===== config.mk =====
export PLATFORM = sky130hd
export DESIGN_NAME = alu_seq_engine
export DESIGN_NICKNAME = d
export VERILOG_FILES = /design/src/rtl/alu_seq_engine.sv
export SDC_FILE = /design/constraint.sdc
export NUM_CORES = 1
export LEC_CHECK = 0
export CORE_MARGIN = 2
export CORE_UTILIZATION = 54
export DETAILED_ROUTE_END_ITERATION = 8
export PLACE_DENSITY = 0.79
export REMOVE_ABC_BUFFERS = 1
export SLEW_MARGIN = 20
export SYNTH_ARGS = -nofsm -noshare
export SYNTH_HDL_FRONTEND = slang
export SYNTH_SLANG_ARGS = --single-unit

===== constraint.sdc =====
create_clock -name clk -period 3 [get_ports clk]
set_input_delay 0.6 -clock clk [delete_from_list [all_inputs] [get_ports clk]]
set_output_delay 0.6 -clock clk [all_outputs]
set_load 0.01 [all_outputs]

===== src/rtl/alu_seq_engine.sv =====
`timescale 1ns/1ps
// alu_seq_engine
//   Multi-cycle ALU sequencer. Operand A and then operand B are captured from
//   data_in on successive step pulses. The selected operation then executes:
//   single-cycle ops take one edge, while MUL/DIV/MOD iterate WIDTH times.
//   The result and the status flags are held until the next step.
//
//   state  | meaning
//   -------+---------------------------------------------------------------
//   LOAD_A | waiting for step to capture operand A
//   LOAD_B | waiting for step to capture operand B and latch op
//   EXEC   | computing (1 cycle, or WIDTH cycles for MUL/DIV/MOD)
//   DONE   | result/flags valid; step clears everything and returns to LOAD_A
//
// Ports
//   clk, reset (async, active-high), clear (sync, active-high)
//   step    : single-cycle advance pulse
//   op      : operation select, sampled on the B-capture edge
//   data_in : operand bus, sampled on the A/B-capture edges
//   reg_a, reg_b, result : captured operands and result register
//   phase   : current state encoding, busy (EXEC), done (DONE)
//   flag_zero/carry/ovf/err : status of the last operation
module alu_seq_engine #(
    parameter int WIDTH = 8
) (
    input  logic             clk,
    input  logic             reset,
    input  logic             clear,
    input  logic             step,
    input  logic [3:0]       op,
    input  logic [WIDTH-1:0] data_in,
    output logic [WIDTH-1:0] reg_a,
    output logic [WIDTH-1:0] reg_b,
    output logic [WIDTH-1:0] result,
    output logic [1:0]       phase,
    output logic             busy,
    output logic             done,
    output logic             flag_zero,
    output logic             flag_carry,
    output logic             flag_ovf,
    output logic             flag_err
);

    localparam int CW = $clog2(WIDTH + 1);
    localparam logic [CW-1:0]    CNT_LAST = CW'(WIDTH - 1);
    localparam logic [CW-1:0]    CNT_SAT  = CW'(WIDTH);
    localparam logic [WIDTH-1:0] W_VAL    = WIDTH'(WIDTH);

    localparam logic [3:0] OP_ADD = 4'd0;
    localparam logic [3:0] OP_SUB = 4'd1;
    localparam logic [3:0] OP_AND = 4'd2;
    localparam logic [3:0] OP_OR  = 4'd3;
    localparam logic [3:0] OP_XOR = 4'd4;
    localparam logic [3:0] OP_NOT = 4'd5;
    localparam logic [3:0] OP_SHL = 4'd6;
    localparam logic [3:0] OP_SHR = 4'd7;
    localparam logic [3:0] OP_MUL = 4'd8;
    localparam logic [3:0] OP_DIV = 4'd9;
    localparam logic [3:0] OP_MOD = 4'd10;
    localparam logic [3:0] OP_CMP = 4'd11;

    typedef enum logic [1:0] {
        S_LOAD_A = 2'b00,
        S_LOAD_B = 2'b01,
        S_EXEC   = 2'b10,
        S_DONE   = 2'b11
    } state_t;

    state_t state, state_nx;

    logic [3:0]       op_q;
    logic [CW-1:0]    cnt;
    // Iteration scratch: product high/low halves for MUL,
    // partial remainder / shifting quotient for DIV and MOD.
    logic [WIDTH-1:0] work_hi;
    logic [WIDTH-1:0] work_lo;

    logic             div_zero;
    logic             is_multi;
    logic             cnt_last;

    logic [WIDTH:0]   add_sum;
    logic [WIDTH-1:0] sub_res;
    logic [WIDTH-1:0] sc_res;
    logic             sc_carry;
    logic             sc_ovf;
    logic             sc_err;

    logic [WIDTH:0]   mul_sum;
    logic [WIDTH-1:0] mul_hi;
    logic [WIDTH-1:0] mul_lo;
    logic [WIDTH:0]   div_shift;
    logic             div_ge;
    logic [WIDTH-1:0] div_hi;
    logic [WIDTH-1:0] div_lo;
    logic [WIDTH-1:0] it_hi;
    logic [WIDTH-1:0] it_lo;
    logic [WIDTH-1:0] fin_res;
    logic             fin_carry;

    assign phase = state;
    assign busy  = (state == S_EXEC);
    assign done  = (state == S_DONE);

    assign div_zero = (reg_b == '0);
    assign is_multi = (op_q == OP_MUL) ||
                      (((op_q == OP_DIV) || (op_q == OP_MOD)) && !div_zero);
    assign cnt_last = (cnt == CNT_LAST);

    assign add_sum = {1'b0, reg_a} + {1'b0, reg_b};
    assign sub_res = reg_a - reg_b;

    always_comb begin
        sc_res   = '0;
        sc_carry = 1'b0;
        sc_ovf   = 1'b0;
        sc_err   = 1'b0;
        case (op_q)
            OP_ADD: begin
                sc_res   = add_sum[WIDTH-1:0];
                sc_carry = add_sum[WIDTH];
                sc_ovf   = (reg_a[WIDTH-1] == reg_b[WIDTH-1]) &&
                           (add_sum[WIDTH-1] != reg_a[WIDTH-1]);
            end
            OP_SUB: begin
                sc_res   = sub_res;
                sc_carry = (reg_a < reg_b);
                sc_ovf   = (reg_a[WIDTH-1] != reg_b[WIDTH-1]) &&
                           (sub_res[WIDTH-1] != reg_a[WIDTH-1]);
            end
            OP_AND: sc_res = reg_a & reg_b;
            OP_OR:  sc_res = reg_a | reg_b;
            OP_XOR: sc_res = reg_a ^ reg_b;
            OP_NOT: sc_res = ~reg_a;
            OP_SHL: sc_res = (reg_b >= W_VAL) ? '0 : (reg_a << reg_b);
            OP_SHR: sc_res = (reg_b >= W_VAL) ? '0 : (reg_a >> reg_b);
            // Only reached here when B is zero; non-zero B iterates.
            OP_DIV: begin
                sc_res = '1;
                sc_err = 1'b1;
            end
            OP_MOD: begin
                sc_res = reg_a;
                sc_err = 1'b1;
            end
            OP_CMP: sc_res = {{(WIDTH-1){1'b0}}, (reg_a < reg_b)};
            default: sc_err = 1'b1;
        endcase
    end

    // One shift-add multiply step: add A when the multiplier LSB is set,
    // then shift {carry, hi, lo} right by one.
    assign mul_sum = {1'b0, work_hi} + (work_lo[0] ? {1'b0, reg_a} : '0);
    assign mul_hi  = mul_sum[WIDTH:1];
    assign mul_lo  = {mul_sum[0], work_lo[WIDTH-1:1]};

    // One restoring divide step. The remainder is always below B, so the
    // subtraction result fits back into WIDTH bits.
    assign div_shift = {work_hi, work_lo[WIDTH-1]};
    assign div_ge    = (div_shift >= {1'b0, reg_b});
    assign div_hi    = div_ge ? (div_shift[WIDTH-1:0] - reg_b) : div_shift[WIDTH-1:0];
    assign div_lo    = {work_lo[WIDTH-2:0], div_ge};

    assign it_hi     = (op_q == OP_MUL) ? mul_hi : div_hi;
    assign it_lo     = (op_q == OP_MUL) ? mul_lo : div_lo;
    assign fin_res   = (op_q == OP_MOD) ? div_hi : it_lo;
    assign fin_carry = (op_q == OP_MUL) && (mul_hi != '0);

    always_ff @(posedge clk or posedge reset) begin
        if (reset) begin
            state <= S_LOAD_A;
        end else begin
            state <= state_nx;
        end
    end

    always_comb begin
        state_nx = state;
        case (state)
            S_LOAD_A: if (step) state_nx = S_LOAD_B;
            S_LOAD_B: if (step) state_nx = S_EXEC;
            S_EXEC:   if (!is_multi || cnt_last) state_nx = S_DONE;
            S_DONE:   if (step) state_nx = S_LOAD_A;
            default:  state_nx = S_LOAD_A;
        endcase
        if (clear) state_nx = S_LOAD_A;
    end

    always_ff @(posedge clk or posedge reset) begin
        if (reset) begin
            reg_a      <= '0;
            reg_b      <= '0;
            result     <= '0;
            op_q       <= '0;
            cnt        <= '0;
            work_hi    <= '0;
            work_lo    <= '0;
            flag_zero  <= 1'b0;
            flag_carry <= 1'b0;
            flag_ovf   <= 1'b0;
            flag_err   <= 1'b0;
        end else if (clear) begin
            reg_a      <= '0;
            reg_b      <= '0;
            result     <= '0;
            op_q       <= '0;
            cnt        <= '0;
            work_hi    <= '0;
            work_lo    <= '0;
            flag_zero  <= 1'b0;
            flag_carry <= 1'b0;
            flag_ovf   <= 1'b0;
            flag_err   <= 1'b0;
        end else begin
            case (state)
                S_LOAD_A: begin
                    if (step) reg_a <= data_in;
                end
                S_LOAD_B: begin
                    if (step) begin
                        reg_b   <= data_in;
                        op_q    <= op;
                        cnt     <= '0;
                        work_hi <= '0;
                        // MUL shifts the multiplier B; DIV/MOD shift the dividend A.
                        work_lo <= (op == OP_MUL) ? data_in : reg_a;
                    end
                end
                S_EXEC: begin
                    if (!is_multi) begin
                        result     <= sc_res;
                        flag_zero  <= (sc_res == '0);
                        flag_carry <= sc_carry;
                        flag_ovf   <= sc_ovf;
                        flag_err   <= sc_err;
                        cnt        <= '0;
                    end else begin
                        work_hi <= it_hi;
                        work_lo <= it_lo;
                        if (cnt_last) begin
                            result     <= fin_res;
                            flag_zero  <= (fin_res == '0);
                            flag_carry <= fin_carry;
                            flag_ovf   <= 1'b0;
                            flag_err   <= 1'b0;
                            cnt        <= '0;
                        end else if (cnt != CNT_SAT) begin
                            cnt <= cnt + CW'(1);
                        end
                    end
                end
                S_DONE: begin
                    if (step) begin
                        reg_a      <= '0;
                        reg_b      <= '0;
                        result     <= '0;
                        flag_zero  <= 1'b0;
                        flag_carry <= 1'b0;
                        flag_ovf   <= 1'b0;
                        flag_err   <= 1'b0;
                    end
                end
                default: ;
            endcase
        end
    end

endmodule


# Word level (Yosys, flattened, before mapping)
# Index checks and enable logic that the tools add are counted.
# word_totals
register_bits	54
in_bits	16
out_inout_bits	32
# op_classes
n_addsub	5
order_cmp	3
n_eq_ne	28
shifts	2
mux	60
bitwise	4
reduce_logical	29
# op_table
cell	n
$mux W8	20
$pmux W8 S11	1
$pmux W8 S2	5
$mux W4	8
$logic_not A8 Y1	3
$eq A4 B3 Y1 const B	5
$eq A4 B4 Y1 const B	5
$add A8 B8 Y9	2
$sub A8 B8 Y8	2
$reduce_and A3 Y1	5
$mux W1	13
$pmux W1 S2	6
$reduce_bool A3 Y1	4
$mux W2	5
$ge A9 B8 Y1	1
$ne A3 B3 Y1 const B	3
$reduce_or A9 Y1	1
$and A8 B8 Y8	1
$eq A4 B2 Y1 const B	2
$ge A8 B4 Y1 const B	1
$lt A8 B8 Y1	1
$not A8 Y8	1
$or A8 B8 Y8	1
$pmux W2 S4	1
23 further kinds	34

# Longest topological paths before layout
# depth
word_depth	9
mapped_depth	13
ltp_nobuf	12

# Worst setup path after synthesis
# Ideal clock, no wire load.
# synth_timing
path_kind	reg-to-reg
from	register reg_b[2]
to	register flag_zero
t_arrival_ps	3062
required_time_ps	2905
path_slack_ps	-157
stages_incl_launch_ff	14
n_path_buf	3
period_less_slack_ps	3157
cell_sequence	dfrtp_1 > buf_2 > buf_1 > inv_1 > ha_1 > buf_2 > nor2b_1 > o31ai_2 > o22a_1 > a21oi_1 > or4b_1 > nor4_1 > a41oi_1 > o31ai_1
# synth_via
elab_chain_cells	8
word_cells_on_any_way	29
cone_classes	add/sub: 3; order compare: 3; eq/ne: 1; shift: 2; mux: 10; bitwise: 3; reduce/logical: 7
# synth_lines
item	line	rtl
from (decl)	33	output logic [WIDTH-1:0] reg_b,
from (signal assigned)	221	reg_b <= data_in;
$sub A8 B8 Y8 or $ge A9 B8 Y1 (tied branches)	161, 160	
$mux W8 (on tied branches)	161, 165	
$mux W8	166	assign fin_res = (op_q == OP_MOD) ? div_hi : it_lo;
$logic_not A8 Y1	242	flag_zero <= (fin_res == '0);
$mux W1	240	if (cnt_last) begin
$mux W1	230	if (!is_multi) begin
$pmux W1 S2	215	case (state)
$mux W1	202	end else if (clear) begin
to (signal assigned)	232	flag_zero <= (sc_res == '0);
to (signal assigned)	242	
to (decl)	38	output logic flag_zero,
# Several ways; a longest one is shown, not always the timed one. The select of a mux whose other input is x is not followed.
# A chain may end at the register's enable or synchronous reset.

# Final worst setup path
# layout_timing
from	register reg_a[0]
to	register flag_zero
# layout_via
elab_chain_cells	9
word_cells_on_any_way	22
cone_classes	add/sub: 3; order compare: 1; shift: 2; mux: 10; bitwise: 4; reduce/logical: 2
# layout_lines
item	line	rtl
from (decl)	32	output logic [WIDTH-1:0] reg_a,
from (signal assigned)	217	if (step) reg_a <= data_in;
$mux W8	153	assign mul_sum = {1'b0, work_hi} + (work_lo[0] ? {1'b0, reg_a} : '0);
$add A8 B8 Y9	153	
$mux W8	165	assign it_lo = (op_q == OP_MUL) ? mul_lo : div_lo;
$mux W8	166	
$logic_not A8 Y1	242	
$mux W1	240	
$mux W1 *	230	
$pmux W1 S2 *	215	
$mux W1 *	202	
# Mark *: on every way between the ends. The rest lies on a longest branch, timed or not. The select of a mux whose other input is x is not followed.

==> impl_metrics.yaml <==
setup_path:
  path_cells: "buf_4, ha_1, fa_1, mux2_2, a32oi_1, o221a_2, o221a_2, nand2_1, nor4_4, a41oi_2, o31ai_1"
  cp.arrival_ns: 3.18
  worst_path_max_delay_cell: "fa_1"
  crit_path_end_kind: "flip-flop"
  crit_top_cell: "o221a_2"
  cp-start-kind: "flip-flop"
  crit_required_ns: 3.24
  cp_max_fo: 11
  slowest_delay_ns: 0.43
  critical_path_class: "flip-flop to flip-flop"
floorplan:
  rows: 37
  core_mm2: 0.0102
  io_pins: 48
  start_util: 0.553
  die_w_um: 106
  dieArea_mm2: 0.0113
  dieHeight_um: 106
timing:
  setup_violations: 0
  worst_pin_slew_ns: 0.908
  post-route-period-util: 0.980
  timing.final.max_slew_violations: 0
  fmax_ghz: 0.340
  hold_viol_final: 0
  tns_ns: 0
  finClkSkew_ns: 0.0233
  whs_ns: 0.498
  max_slew_margin: 0.393
  layout_min_cycle_time_ns: 2.94
clocking:
  cts.sinks: 54
  ctsHoldBuffers: 0
  cts_tree: "yes"
  path_clk_slew_ns: 0.12
  cts.root.buffer_cell: "clkbuf_8"
  clk-insertion-delay-late_ns: 0.33
  cts_buffers: 5
  clockBufferDepth: 2
  htree_levels: 2
synthesis:
  synth_area_leaders: "dfrtp_1 (24%), ha_1 (10%), nand2_1 (6.2%)"
  postSynthAreaPerCell_um2: 8.07
  synth.largest_area_cell: "dfrtp_1"
  synth_edf_count: 0
  async_flop_share: 1.00
  yosys_warnings: 0
  ys_ff_latch: 54
  syn_area_mm2: 0.00566
  synth_top_area_frac: 0.239
  synth_cells: 701
  seq_area_frac_synth: 0.239
  synth-main-ff-cell: "dfrtp_1"
  ys_types: 78
detailed_routing:
  drt_iter0_drc: 675
  dr.pass1.iters: 8
  vias_per_cell: 6.51
  wl_per_cell_um: 21.9
  vias: 6024
  drtAntennaViolNets: 0
  wl_mm: 20.3
  drc_errors: 0
status:
  status: "complete, no violations"
finish:
  mostFrequentLayoutCell: "nand2_1"
  final_area_mm2: 0.00692
  fillers: 871
  drive_gt1_frac: 0.165
  areaGrowthSynthToFinish_pct: 22.3
  antennaDiodeCount: 0
  nNetsFinal: 855
  final_cell_mix: "nand2_1 (94), buf_4 (72), a21oi_1 (53), dfrtp_1 (53), o21ai_0 (49)"
  final_util: 0.677
global_route:
  grt_overflow: 0
  grt_start_max_net_pins: 33
  antenna_found_initial: 0
  grt_pass1_wl_mm: 31.9
  grt_pass1_vias: 5787
  grt_usage: 0.367
place:
  gp_congestion: 1.03
  hpwl_mm: 16.0
  dpl-instance-area_mm2: 0.00673
  portBuffers: 47
power:
  p_total_mw: 3.91
  peakVddDrop_uv: 415
  p_leak_nw: 2.98
  p_per_area_mw_per_mm2: 565
worst_hold_path:
  hp-class: "flip-flop to flip-flop"
run:
  cap_viol_max_count: 0
-- power breakdown --
group	internal (mW)	switching (mW)	leakage, nW	total [mW]
registers	0.828	0.0965	0.729	0.924
logic	1.07	1.37	2.19	2.44
clock network	0.275	0.272	0.0618	0.548
total	2.18	1.73	2.98	3.91
-- synthesized netlist by cell type, types with 12 or more instances --
| library cell | number |
|---|---|
| nand2_1 | 94 |
| nand2b_1 | 14 |
| a211oi_1 | 12 |
| ha_1 | 47 |
| a21oi_1 | 53 |
| buf_2 | 19 |
| mux2i_1 | 23 |
| nand3_1 | 17 |
| clkbuf_1 | 19 |
| nor2_1 | 40 |
| inv_1 | 34 |
| nor3_1 | 16 |
| nor2b_1 | 18 |
| dfrtp_1 | 54 |
| o21ai_0 | 49 |
| a21o_1 | 12 |
-- final timing paths --
path | start | endpoint | slack [ns] | cells after the start
setup / recovery | reg_a[0]$_DFFE_PP0P_ | flag_zero$_DFFE_PP0P_ | 0.06 | 11
min in group asynchronous | reset | result[4]$_DFFE_PP0P_ | 0.62 | 2
hold / removal | result[3]$_DFFE_PP0P_ | result[3]$_DFFE_PP0P_ | 0.50 | 2
hold reg to reg | result[3]$_DFFE_PP0P_ | result[3]$_DFFE_PP0P_ | 0.50 | 2
max in group asynchronous | reset | reg_b[0]$_DFFE_PP0P_ | 1.71 | 3
setup reg to reg | reg_a[0]$_DFFE_PP0P_ | flag_zero$_DFFE_PP0P_ | 0.06 | 11
-- state kept, by name, summed over array words and instances (netlist names) --
register,cells
cnt,4
flag_carry,1
flag_err,1
flag_ovf,1
flag_zero,1
op_q,4
phase,2
reg_a,8
reg_b,8
result,8
work_hi,8
work_lo,8
-- timing repair --
item	in CTS	in global routing
gates resized for setup	0	13
endpoints found under the setup margin	0	14
endpoints found under the hold margin	0	0
setup buffers	0	1
-- layer usage --
layer	track usage	part of all wire	vias up
met4	0.130	0.036	0
met3	0.0552	0.092	58
met5	0	0	-
met2	0.565	0.44	356
li1	-	-	2736
met1	0.524	0.43	2874
-- per-stage QoR --
| stage | std cells | setup slack (ns) |
|---|---|---|
| after floorplan | 658 | -0.308 |
| after global placement | 916 | 0.0945 |
| after detailed placement | 916 | 0.0362 |
| after CTS | 924 | 0.0321 |
| after global routing | 925 | -0.0226 |
| final | 925 | 0.0611 |
-- final cells by class --
class / instances / area [µm²] / area share
sequential: 54 / 1350 / 0.195
multi-input combinational: 570 / 4060 / 0.586
clock inverter: 2 / 38.8 / 0.00560
timing repair buffer: 123 / 1090 / 0.158
clock buffer: 6 / 82.6 / 0.0119
inverter: 34 / 128 / 0.0184
tap: 136 / 170 / 0.0246
-- logic make-up after synthesis --
kind of cell / count (synthesis) / share of synthesized area
AND/OR/NAND/NOR: 247 / 0.218
AO/OA/AOI/OAI: 218 / 0.259
buffers and inverters: 77 / 0.0566
flip-flops: 54 / 0.239
adder cells (fa/ha/maj): 51 / 0.118
multiplexers: 40 / 0.0871
XOR/XNOR: 14 / 0.0217
-- critical path: cells and delay by family, from the launching register on --
kind            cells  cell delay [ns]
flops               1             0.39
simple gates        2             0.41
compound gates      5             0.93
mux                 1             0.28
fa+ha+maj           2             0.66
buf+inv             1             0.19
Note: power is estimated with default switching activity, not from simulation.
